===== config.mk =====
export PLATFORM = sky130hd
export DESIGN_NAME = grad_update_sequencer
export DESIGN_NICKNAME = d
export VERILOG_FILES = /design/src/rtl/grad_update_sequencer.sv
export SDC_FILE = /design/constraint.sdc
export NUM_CORES = 1
export LEC_CHECK = 0
export ABC_AREA = 1
export ABC_CLOCK_PERIOD_IN_PS = 14200
export BUFFER_PORTS_ARGS = -buffer_cell sky130_fd_sc_hd__buf_2
export CAP_MARGIN = 25
export CORE_ASPECT_RATIO = 0.9
export CORE_UTILIZATION = 45
export CTS_CLUSTER_SIZE = 16
export DETAILED_ROUTE_END_ITERATION = 8
export HOLD_SLACK_MARGIN = 0.12
export MAX_ROUTING_LAYER = met4
export PLACE_DENSITY_LB_ADDON = 0.25
export SKIP_LAST_GASP = 1
export SYNTH_ARGS = -nofsm -noshare
export SYNTH_HDL_FRONTEND = slang
export SYNTH_SLANG_ARGS = --single-unit

===== constraint.sdc =====
create_clock -name clk -period 14.2 [get_ports clk]
set_input_delay 1.42 -clock clk [delete_from_list [all_inputs] [get_ports clk]]
set_output_delay 1.42 -clock clk [all_outputs]
set_load 0.005 [all_outputs]

===== src/rtl/grad_update_sequencer.sv =====
`default_nettype none
// ============================================================================
//  Module   : grad_update_sequencer
//  Function : stages 4-channel gradient words, queues committed tuples and
//             releases one tuple per programmable interval to gpa_fhdo_iface.
//  Revision : 1.0
// ============================================================================
module grad_update_sequencer #(
    parameter int DEPTH      = 16,
    parameter int INTERVAL_W = 16
) (
    input  logic                    clk,
    input  logic                    rstn,
    input  logic [23:0]             wr_data_i,
    input  logic [1:0]              wr_ch_i,
    input  logic                    wr_en_i,
    input  logic                    commit_i,
    input  logic [INTERVAL_W-1:0]   interval_i,
    input  logic                    enable_i,
    input  logic                    clr_flags_i,
    input  logic                    busy_i,
    output logic [23:0]             datax_o,
    output logic [23:0]             datay_o,
    output logic [23:0]             dataz_o,
    output logic [23:0]             dataz2_o,
    output logic                    valid_o,
    output logic [$clog2(DEPTH):0]  count_o,
    output logic                    full_o,
    output logic                    empty_o,
    output logic                    overrun_o,
    output logic                    underrun_o,
    output logic                    late_o
);
    localparam int                c_ADDR_W = $clog2(DEPTH);
    localparam logic [c_ADDR_W:0] c_FULL   = (c_ADDR_W+1)'(DEPTH);

    localparam logic [1:0] c_S_IDLE = 2'd0;
    localparam logic [1:0] c_S_RUN  = 2'd1;
    localparam logic [1:0] c_S_WAIT = 2'd2;

    logic [23:0]           r_stage [4];
    logic [95:0]           r_mem [DEPTH];
    logic [c_ADDR_W-1:0]   r_wptr, r_rptr;
    logic [c_ADDR_W:0]     r_count;
    logic [1:0]            r_state, w_state_nxt;
    logic [INTERVAL_W-1:0] r_cnt;
    logic [95:0]           r_data;
    logic                  r_valid, r_over, r_under, r_late;

    logic [23:0] w_tup [4];
    logic [95:0] w_tuple;
    logic        w_tick, w_hold, w_empty, w_issue, w_load;
    logic        w_push_ok, w_over_set, w_under_set, w_late_set;

    // A word written in the commit cycle is bypassed into the tuple.
    always_comb begin
        for (int i = 0; i < 4; i++) begin
            w_tup[i] = (wr_en_i && (wr_ch_i == 2'(i))) ? wr_data_i : r_stage[i];
        end
    end
    assign w_tuple = {w_tup[0], w_tup[1], w_tup[2], w_tup[3]};

    assign w_tick  = (r_cnt == '0);
    assign w_empty = (r_count == '0);
    // Blocking issue in the strobe cycle keeps valid_o off on back-to-back cycles.
    assign w_hold  = busy_i | r_valid;

    always_comb begin
        w_state_nxt = r_state;
        w_issue     = 1'b0;
        w_load      = 1'b0;
        w_under_set = 1'b0;
        w_late_set  = 1'b0;
        if (!enable_i) begin
            w_state_nxt = c_S_IDLE;
        end else begin
            case (r_state)
                c_S_IDLE: begin
                    w_state_nxt = c_S_RUN;
                    w_load      = 1'b1;
                end
                c_S_RUN: begin
                    if (w_tick) begin
                        if (w_empty)     w_under_set = 1'b1;
                        else if (w_hold) w_state_nxt = c_S_WAIT;
                        else             w_issue     = 1'b1;
                    end
                end
                c_S_WAIT: begin
                    if (w_empty) begin
                        w_state_nxt = c_S_RUN;
                    end else if (!w_hold) begin
                        w_issue     = 1'b1;
                        w_state_nxt = c_S_RUN;
                    end else if (w_tick) begin
                        w_late_set  = 1'b1;
                    end
                end
                default: w_state_nxt = c_S_IDLE;
            endcase
        end
    end

    assign w_push_ok  = commit_i && ((r_count != c_FULL) || w_issue);
    assign w_over_set = commit_i && !w_push_ok;

    always_ff @(posedge clk or negedge rstn) begin
        if (!rstn) begin
            r_state <= c_S_IDLE;
            r_cnt   <= '0;
        end else begin
            r_state <= w_state_nxt;
            // The counter free-runs in WAIT as well so the tick schedule never slips.
            if (w_load) begin
                r_cnt <= interval_i;
            end else if (enable_i && (r_state != c_S_IDLE)) begin
                r_cnt <= w_tick ? interval_i : (r_cnt - INTERVAL_W'(1));
            end
        end
    end

    always_ff @(posedge clk or negedge rstn) begin
        if (!rstn) begin
            for (int i = 0; i < 4; i++) r_stage[i] <= '0;
        end else if (wr_en_i) begin
            r_stage[wr_ch_i] <= wr_data_i;
        end
    end

    always_ff @(posedge clk) begin
        if (w_push_ok) r_mem[r_wptr] <= w_tuple;
    end

    always_ff @(posedge clk or negedge rstn) begin
        if (!rstn) begin
            r_wptr  <= '0;
            r_rptr  <= '0;
            r_count <= '0;
        end else begin
            if (w_push_ok) r_wptr <= r_wptr + c_ADDR_W'(1);
            if (w_issue)   r_rptr <= r_rptr + c_ADDR_W'(1);
            case ({w_push_ok, w_issue})
                2'b10:   r_count <= r_count + (c_ADDR_W+1)'(1);
                2'b01:   r_count <= r_count - (c_ADDR_W+1)'(1);
                default: r_count <= r_count;
            endcase
        end
    end

    always_ff @(posedge clk or negedge rstn) begin
        if (!rstn) begin
            r_data  <= '0;
            r_valid <= 1'b0;
            r_over  <= 1'b0;
            r_under <= 1'b0;
            r_late  <= 1'b0;
        end else begin
            if (w_issue) r_data <= r_mem[r_rptr];
            r_valid <= w_issue;
            r_over  <= w_over_set  | (r_over  & ~clr_flags_i);
            r_under <= w_under_set | (r_under & ~clr_flags_i);
            r_late  <= w_late_set  | (r_late  & ~clr_flags_i);
        end
    end

    assign datax_o    = r_data[95:72];
    assign datay_o    = r_data[71:48];
    assign dataz_o    = r_data[47:24];
    assign dataz2_o   = r_data[23:0];
    assign valid_o    = r_valid;
    assign count_o    = r_count;
    assign full_o     = (r_count == c_FULL);
    assign empty_o    = w_empty;
    assign overrun_o  = r_over;
    assign underrun_o = r_under;
    assign late_o     = r_late;

endmodule
`default_nettype wire


==> results.py, run 1 <==
metrics = {
    "outcome": {
        "status": "finished, final reports clean",
    },
    "sta": {
        "holdWs_ps": 470,
        "skew_ps": 22.9,
        "hold_viol": 0,
        "tightest_slew_ps": 1190,
        "period_needed_ps": 5380,
        "setup_tns_ps": 0,
        "maxSlewViolCount": 0,
        "max_freq_mhz": 186,
        "maxSlewHeadroom_pct": 20.4,
        "fin_crit_sh_pct": 37.9,
        "rsz0062_at_grt": "no",
        "setup_viol": 0,
    },
    "setup_path": {
        "r2r-start": "r_cnt[0]$_DFFE_PN0P_",
        "ff2ff_setup_slack_ps": 9350,
        "cp.arrival_ps": 5800,
        "crit_required_ps": 14620,
        "cp_max_fo": 54,
        "critPathLaunchType": "input pin",
        "r2r-end": "r_mem[7][76]$_DFFE_PP_",
        "reg2reg_depth": 12,
        "cp-end-kind": "flop",
        "crit_type": "in -> reg",
    },
    "clock_network": {
        "clk-insertion-delay-late_ps": 810,
        "cts_root_buf": "clkbuf_16",
        "clk_pin_slew_worst_paths_ps": 60,
        "clock-sinks": 1763,
        "cts_tree": "done",
        "hold_buffers": 0,
        "numCtsBuffers": 176,
        "max-clock-path-buffers": 3,
        "htreeDepth": 4,
        "cts-resized-gates": 0,
        "postCtsSetupBuffers": 0,
    },
    "floorplan": {
        "row_count": 135,
        "die-area_mm2": 0.154,
        "initial_core_util_pct": 45.5,
        "die_width_um": 413,
        "die_h_um": 372,
        "num_io_pins": 156,
        "core_area_mm2": 0.151,
    },
    "synth": {
        "syn_area_per_cell_um2": 13.1,
        "synth_cell_types": 35,
        "yosysWarnings": 0,
        "synth_top_area_share_pct": 67.3,
        "syn_area_mm2": 0.0686,
        "syn_inst": 5246,
        "syn_nets": 5310,
        "synthTopCellsByArea": "edfxtp_1 (67%), dfrtp_1 (8.3%), o21ai_0 (6.3%)",
        "ys_seq_area_share_pct": 75.6,
        "synth_top_area_cell": "edfxtp_1",
        "ys_ff_latch": 1763,
    },
    "min_path": {
        "hold_end": "r_data[19]$_DFFE_PN0P_",
        "min-delay-start": "r_data[19]$_DFFE_PN0P_",
        "hp-class": "reg -> reg",
        "min_path_cells": 2,
    },
    "global_routing": {
        "antenna_found_initial": 15,
        "grt_first_pass_wirelength_um": 270000,
        "grt_max_degree": 258,
        "grt_pass1_vias": 41600,
        "grt.overflow.total": 0,
        "track_usage_pct": 24.3,
    },
    "power_and_ir_drop": {
        "ir_worst_vdd_uv": 133,
        "internal-power_mw": 9.22,
        "leakagePower_nw": 27.4,
        "p_clk_share_pct": 38.5,
        "power_frac_seq_pct": 53.1,
        "p_switching_mw": 2.89,
        "switching_share_pct": 23.9,
        "p_per_area_mw_per_mm2": 156,
        "p_comb_share_pct": 8.4,
    },
    "placement": {
        "dpl_cell_area_mm2": 0.0717,
        "gp_congestion": 0.786,
        "dp_hpwl_um": 92100,
        "place.port_buffers": 155,
    },
    "route": {
        "viasPerCell": 5.76,
        "dr.pass1.iters": 6,
        "final_antenna_net_count": 0,
        "wirelength_um": 182000,
        "drtIter0Drc": 5280,
        "routed-via-count": 43300,
        "wl_per_cell_um": 24.2,
        "drcViolationCount": 0,
    },
    "flow_run": {
        "cap_viol_max_count": 0,
    },
    "cells_and_area": {
        "stdcell_area_mm2": 0.0777,
        "syn_to_final_growth_pct": 13.3,
        "drive_above_1_share_pct": 11.2,
        "nNetsFinal": 5450,
    },
}
[worst max-delay path by stage]
stage                                        end  startpoint  depth (start not counted)  slack (ps)
after global placement    r_mem[7][73]$_DFFE_PP_    enable_i                         11        7980
after CTS                 r_mem[7][74]$_DFFE_PP_    enable_i                         11        8760
after detailed placement  r_mem[7][85]$_DFFE_PP_    enable_i                         11        7920
after floorplan           r_mem[10][0]$_DFFE_PP_      busy_i                         10        4660
final                     r_mem[7][76]$_DFFE_PP_    enable_i                         11        8820
after global routing      r_mem[7][73]$_DFFE_PP_    enable_i                         11        8470
[state kept, by name, indices dropped and copies added, names as in the netlist]
register / flops
late_o: 1
overrun_o: 1
valid_o: 1
count_o: 5
r_cnt: 16
r_stage: 96
r_mem: 1536
underrun_o: 1
r_state: 2
r_rptr: 4
r_data: 96
r_wptr: 4
[worst max-delay path, stage by stage]
cell and delay, ps:
buf_2 350, inv_1 310, nor2_1 170, nand3_1 80, inv_1 100, nand2_4 420, nand2_4 260, nand3_1 370
nor2_4 600, buf_4 820, buf_4 780
[synthesized netlist by cell type, drive strengths merged]
master and instances:
edfxtp 1536, o21ai 936, nor2 806, nand2 591, o221ai 291, clkbuf 256, dfrtp 227, nand3 165
buf 112, inv 110, a21oi 106, o22ai 52, xor2 17, ha 14, nor3 13, nand4 3
a31oi 2, o211ai 2, or2 2, a21boi 1, clkinv 1, fa 1, o31ai 1, xnor2 1
[metal layers]
layer | global-route usage [%] | routed length (um) | up-vias
met2 | 36.4 | 83500 | 1740
met5 | - | 0 | -
met1 | 34.9 | 81600 | 21800
li1 | - | - | 19600
met4 | 6.40 | 3330 | 0
met3 | 3.38 | 13800 | 227
[power groups by stage]
stage               Combinational, mW  Clock (mW)  Sequential, mW
floorplan                       0.520           0            6.60
global placement                0.994           0            6.53
detailed placement               1.02           0            6.54
CTS                              1.02        4.73            6.43
global route                     1.11        4.93            6.47
finish                           1.02        4.66            6.43
[final cells by class]
| type | instances | area [um^2] |
|---|---|---|
| clock inverters | 82 | 898 |
| inverters | 111 | 463 |
| well taps | 1986 | 2480 |
| repair buffers | 330 | 2290 |
| clock buffers | 250 | 4930 |
| multi-input cells | 3004 | 14800 |
| diodes | 5 | 12.5 |
| fillers | 12700 | 73200 |
| flip-flops and latches | 1763 | 51800 |
[cells by family (layout without fill, tap and decap cells)]
logic type / after synthesis / count (layout) / share of synthesized area [%]
AO/OA/AOI/OAI: 1391 / 1391 / 11.9
adder cells (fa/ha/maj): 15 / 15 / 0.285
other: 0 / 5 / 0
AND/OR/NAND/NOR: 1580 / 1580 / 9.03
buffers and inverters: 479 / 773 / 3.03
XOR/XNOR: 18 / 18 / 0.230
flip-flops: 1763 / 1763 / 75.6
[cell usage in the layout, fill, tap and decap left out, types with 154 or more instances in the layout]
master,n
o221ai_1,291
nand3_1,163
edfxtp_1,1536
nand2_1,586
o21ai_0,854
dfrtp_1,223
clkbuf_16,180
nor2_1,799
buf_2,154
buf_4,163
[through the flow]
stage	utilization (%)	total power [mW]	setup slack, ps	cells
2_1_floorplan	-	7.12	4660	5246
3_3_place_gp	47.5	7.52	7980	7178
3_5_place_dp	47.5	7.55	7920	7183
4_1_cts	51.4	12.2	8760	7515
5_1_grt	51.5	12.5	8470	7526
6_report	51.5	12.1	8820	7531
Note: power is estimated with default switching activity, not from simulation.
==> run 2: changes to the inputs <==
--- a/config.mk
+++ b/config.mk
@@ -6,7 +6,7 @@
 export NUM_CORES = 1
 export LEC_CHECK = 0
 export ABC_AREA = 1
-export ABC_CLOCK_PERIOD_IN_PS = 14200
+export ABC_CLOCK_PERIOD_IN_PS = 4380
 export BUFFER_PORTS_ARGS = -buffer_cell sky130_fd_sc_hd__buf_2
 export CAP_MARGIN = 25
 export CORE_ASPECT_RATIO = 0.9
==> constraint.sdc (replaced) <==
create_clock -name clk -period 4.38 [get_ports clk]
set_input_delay 0.438 -clock clk [delete_from_list [all_inputs] [get_ports clk]]
set_output_delay 0.438 -clock clk [all_outputs]
set_load 0.005 [all_outputs]
==> run 2 against run 1 <==
Compared with the run above:
- sequential share of layout area down 0.38 points
- final area is 0.58% higher
- cell count grew 0.56%
- via count increased by 1.0%
- power grew to 3.2 times the previous value
- global-route usage is 0.64 points higher
- utilization up 0.30 points
- critical path depth did not move
- clock skew up 12 ps
- critical path type is now reg -> reg
==> results.py, run 2 (synthesis results as in run 1) <==
metrics = {
    "cells_and_area": {
        "top_register": "r_mem",
        "reg_top3": "r_mem (1536), r_data (96), r_stage (96)",
        "final_cells": 7573,
        "largest_register_ffs": 1536,
        "fill_cells": 12600,
        "nNetsFinal": 5498,
        "multiInputGateArea_mm2": 0.0149,
        "final_cell_mix": "edfxtp_1 (1536), o21ai_0 (851), nor2_1 (799)",
        "drive_above_1_share_pct": 11.1,
        "final_common_cell": "edfxtp_1",
        "seqCellArea_mm2": 0.0518,
        "syn_to_final_growth_pct": 14.0,
    },
    "route": {
        "dr.pass1.iters": 6,
        "drtIter0Drc": 4987,
        "wirelength_um": 186000,
        "drcViolationCount": 0,
        "wl_per_cell_um": 24.6,
        "viasPerCell": 5.78,
        "final_antenna_net_count": 0,
        "routed-via-count": 43800,
    },
    "sta": {
        "hold_viol": 0,
        "maxSlewHeadroom_pct": 11.1,
        "fin_crit_sh_pct": 72.4,
        "worst_slack_ps": 1210,
        "period_needed_ps": 3170,
        "maxSlewViolCount": 0,
        "rsz0062_at_grt": "no",
        "setup_viol": 0,
        "max_freq_mhz": 315,
        "skew_ps": 35.0,
        "tightest_slew_ps": 1330,
        "setup_tns_ps": 0,
    },
    "clock_network": {
        "clock-sinks": 1763,
        "hold_buffers": 33,
        "numCtsBuffers": 172,
        "postCtsSetupBuffers": 0,
        "cts-resized-gates": 0,
        "cts_root_buf": "clkbuf_16",
        "cts_tree": "done",
        "max-clock-path-buffers": 3,
        "clk-insertion-delay-late_ps": 810,
        "htreeDepth": 4,
        "clk_pin_slew_worst_paths_ps": 60,
    },
    "floorplan": {
        "die_width_um": 413,
        "die_h_um": 372,
        "core_area_mm2": 0.151,
        "num_io_pins": 156,
        "initial_core_util_pct": 45.5,
        "row_count": 135,
        "die-area_mm2": 0.154,
    },
    "setup_path": {
        "cp_slowest_cell": "dlygate4sd3_1",
        "cpPeakStageDelay_ps": 580,
        "cp-end-kind": "flop",
        "ff2ff_setup_slack_ps": 1210,
        "crit_required_ps": 5050,
        "crit_type": "reg -> reg",
        "cp.arrival_ps": 3840,
        "cp_cell_sequence": "inv_1 > ha_1 > nand2_1 > nor2_2 > nand2_1 > nand2_1 > inv_2 > o211ai_1 > dlygate4sd3_1 > nand2_1 > dlygate4sd3_1",
        "reg2reg_depth": 11,
        "r2r-start": "r_cnt[0]$_DFFE_PN0P_",
        "r2r-end": "r_cnt[14]$_DFFE_PN0P_",
        "path_common_cell": "nand2_1",
        "critPathLaunchType": "flop",
        "cp_max_fo": 19,
    },
    "placement": {
        "gp_congestion": 0.794,
        "dp_slack_ps": 1200,
        "dp.cells": 7210,
        "place.port_buffers": 155,
        "dp_hpwl_um": 95500,
    },
    "global_routing": {
        "grt_pass1_vias": 42400,
        "grt_max_degree": 246,
        "track_usage_pct": 24.9,
        "grt.overflow.total": 0,
        "grt_first_pass_wirelength_um": 276000,
        "antenna_found_initial": 16,
    },
    "min_path": {
        "hp-class": "in -> reg",
        "min_path_cells": 3,
        "min-delay-start": "enable_i",
        "hold_end": "r_cnt[9]$_DFFE_PN0P_",
    },
    "power_and_ir_drop": {
        "leakagePower_nw": 27.6,
        "total_power_mw": 38.6,
        "ir_worst_vdd_uv": 445,
        "p_per_area_mw_per_mm2": 494,
    },
    "flow_run": {
        "cap_viol_max_count": 0,
    },
    "outcome": {
        "status": "finished, final reports clean",
    },
}
[run 2: worst max path at each step]
| stage | from | endpoint | slack [ps] | cells past startpoint |
|---|---|---|---|---|
| final | r_cnt[0]$_DFFE_PN0P_ | r_cnt[14]$_DFFE_PN0P_ | 1210 | 11 |
| after global routing | r_cnt[0]$_DFFE_PN0P_ | r_cnt[14]$_DFFE_PN0P_ | 940 | 11 |
| after CTS | r_cnt[0]$_DFFE_PN0P_ | r_mem[11][20]$_DFFE_PP_ | 1210 | 11 |
| after detailed placement | busy_i | r_mem[11][2]$_DFFE_PP_ | 1200 | 10 |
| after global placement | busy_i | r_mem[4][61]$_DFFE_PP_ | 1030 | 10 |
| after floorplan | busy_i | r_mem[11][0]$_DFFE_PP_ | -1560 | 9 |
[run 2: where the power goes]
group | switching [mW] | internal [mW]
Clock | 6.35 | 7.80
Combinational | 2.67 | 0.895
Sequential | 0.370 | 20.5
Total | 9.39 | 29.2
[run 2: worst max-delay path: cells and delay by family (launching register included)]
family | cells | cell delay [ps]
compound gates | 1 | 240
buf+inv | 4 | 1520
flops | 1 | 370
simple gates | 5 | 750
fa+ha+maj | 1 | 170
[run 2: per-stage QoR]
step / cell area, um^2 / hold slack [ps] / utilization, %
6_report: 78100 / 172 / 51.8
3_5_place_dp: 72400 / 460 / 48.0
5_1_grt: 78100 / 177 / 51.8
4_1_cts: 78100 / 123 / 51.8
3_3_place_gp: 72400 / 457 / 48.0
2_1_floorplan: 68700 / 142 / -
[run 2: layout make-up]
type | count | area share, %
flip-flops and latches | 1763 | 66.3
multi-input cells | 3004 | 19.0
clock buffers | 232 | 5.97
repair buffers | 382 | 4.05
well taps | 1986 | 3.18
clock inverters | 90 | 0.850
inverters | 111 | 0.586
diodes | 5 | 0.0160
[run 2: routing by layer]
metal  global-route usage [%]  share of wire [%]  vias to the layer above  wire [um]
met3                     5.20                8.3                      281      15400
met2                     37.1                 45                     1745      84800
met5                        -                  0                        -          0
met4                     7.15                2.4                        0       4460
met1                     34.6                 44                    22100      81700
li1                         -                  -                    19700          -
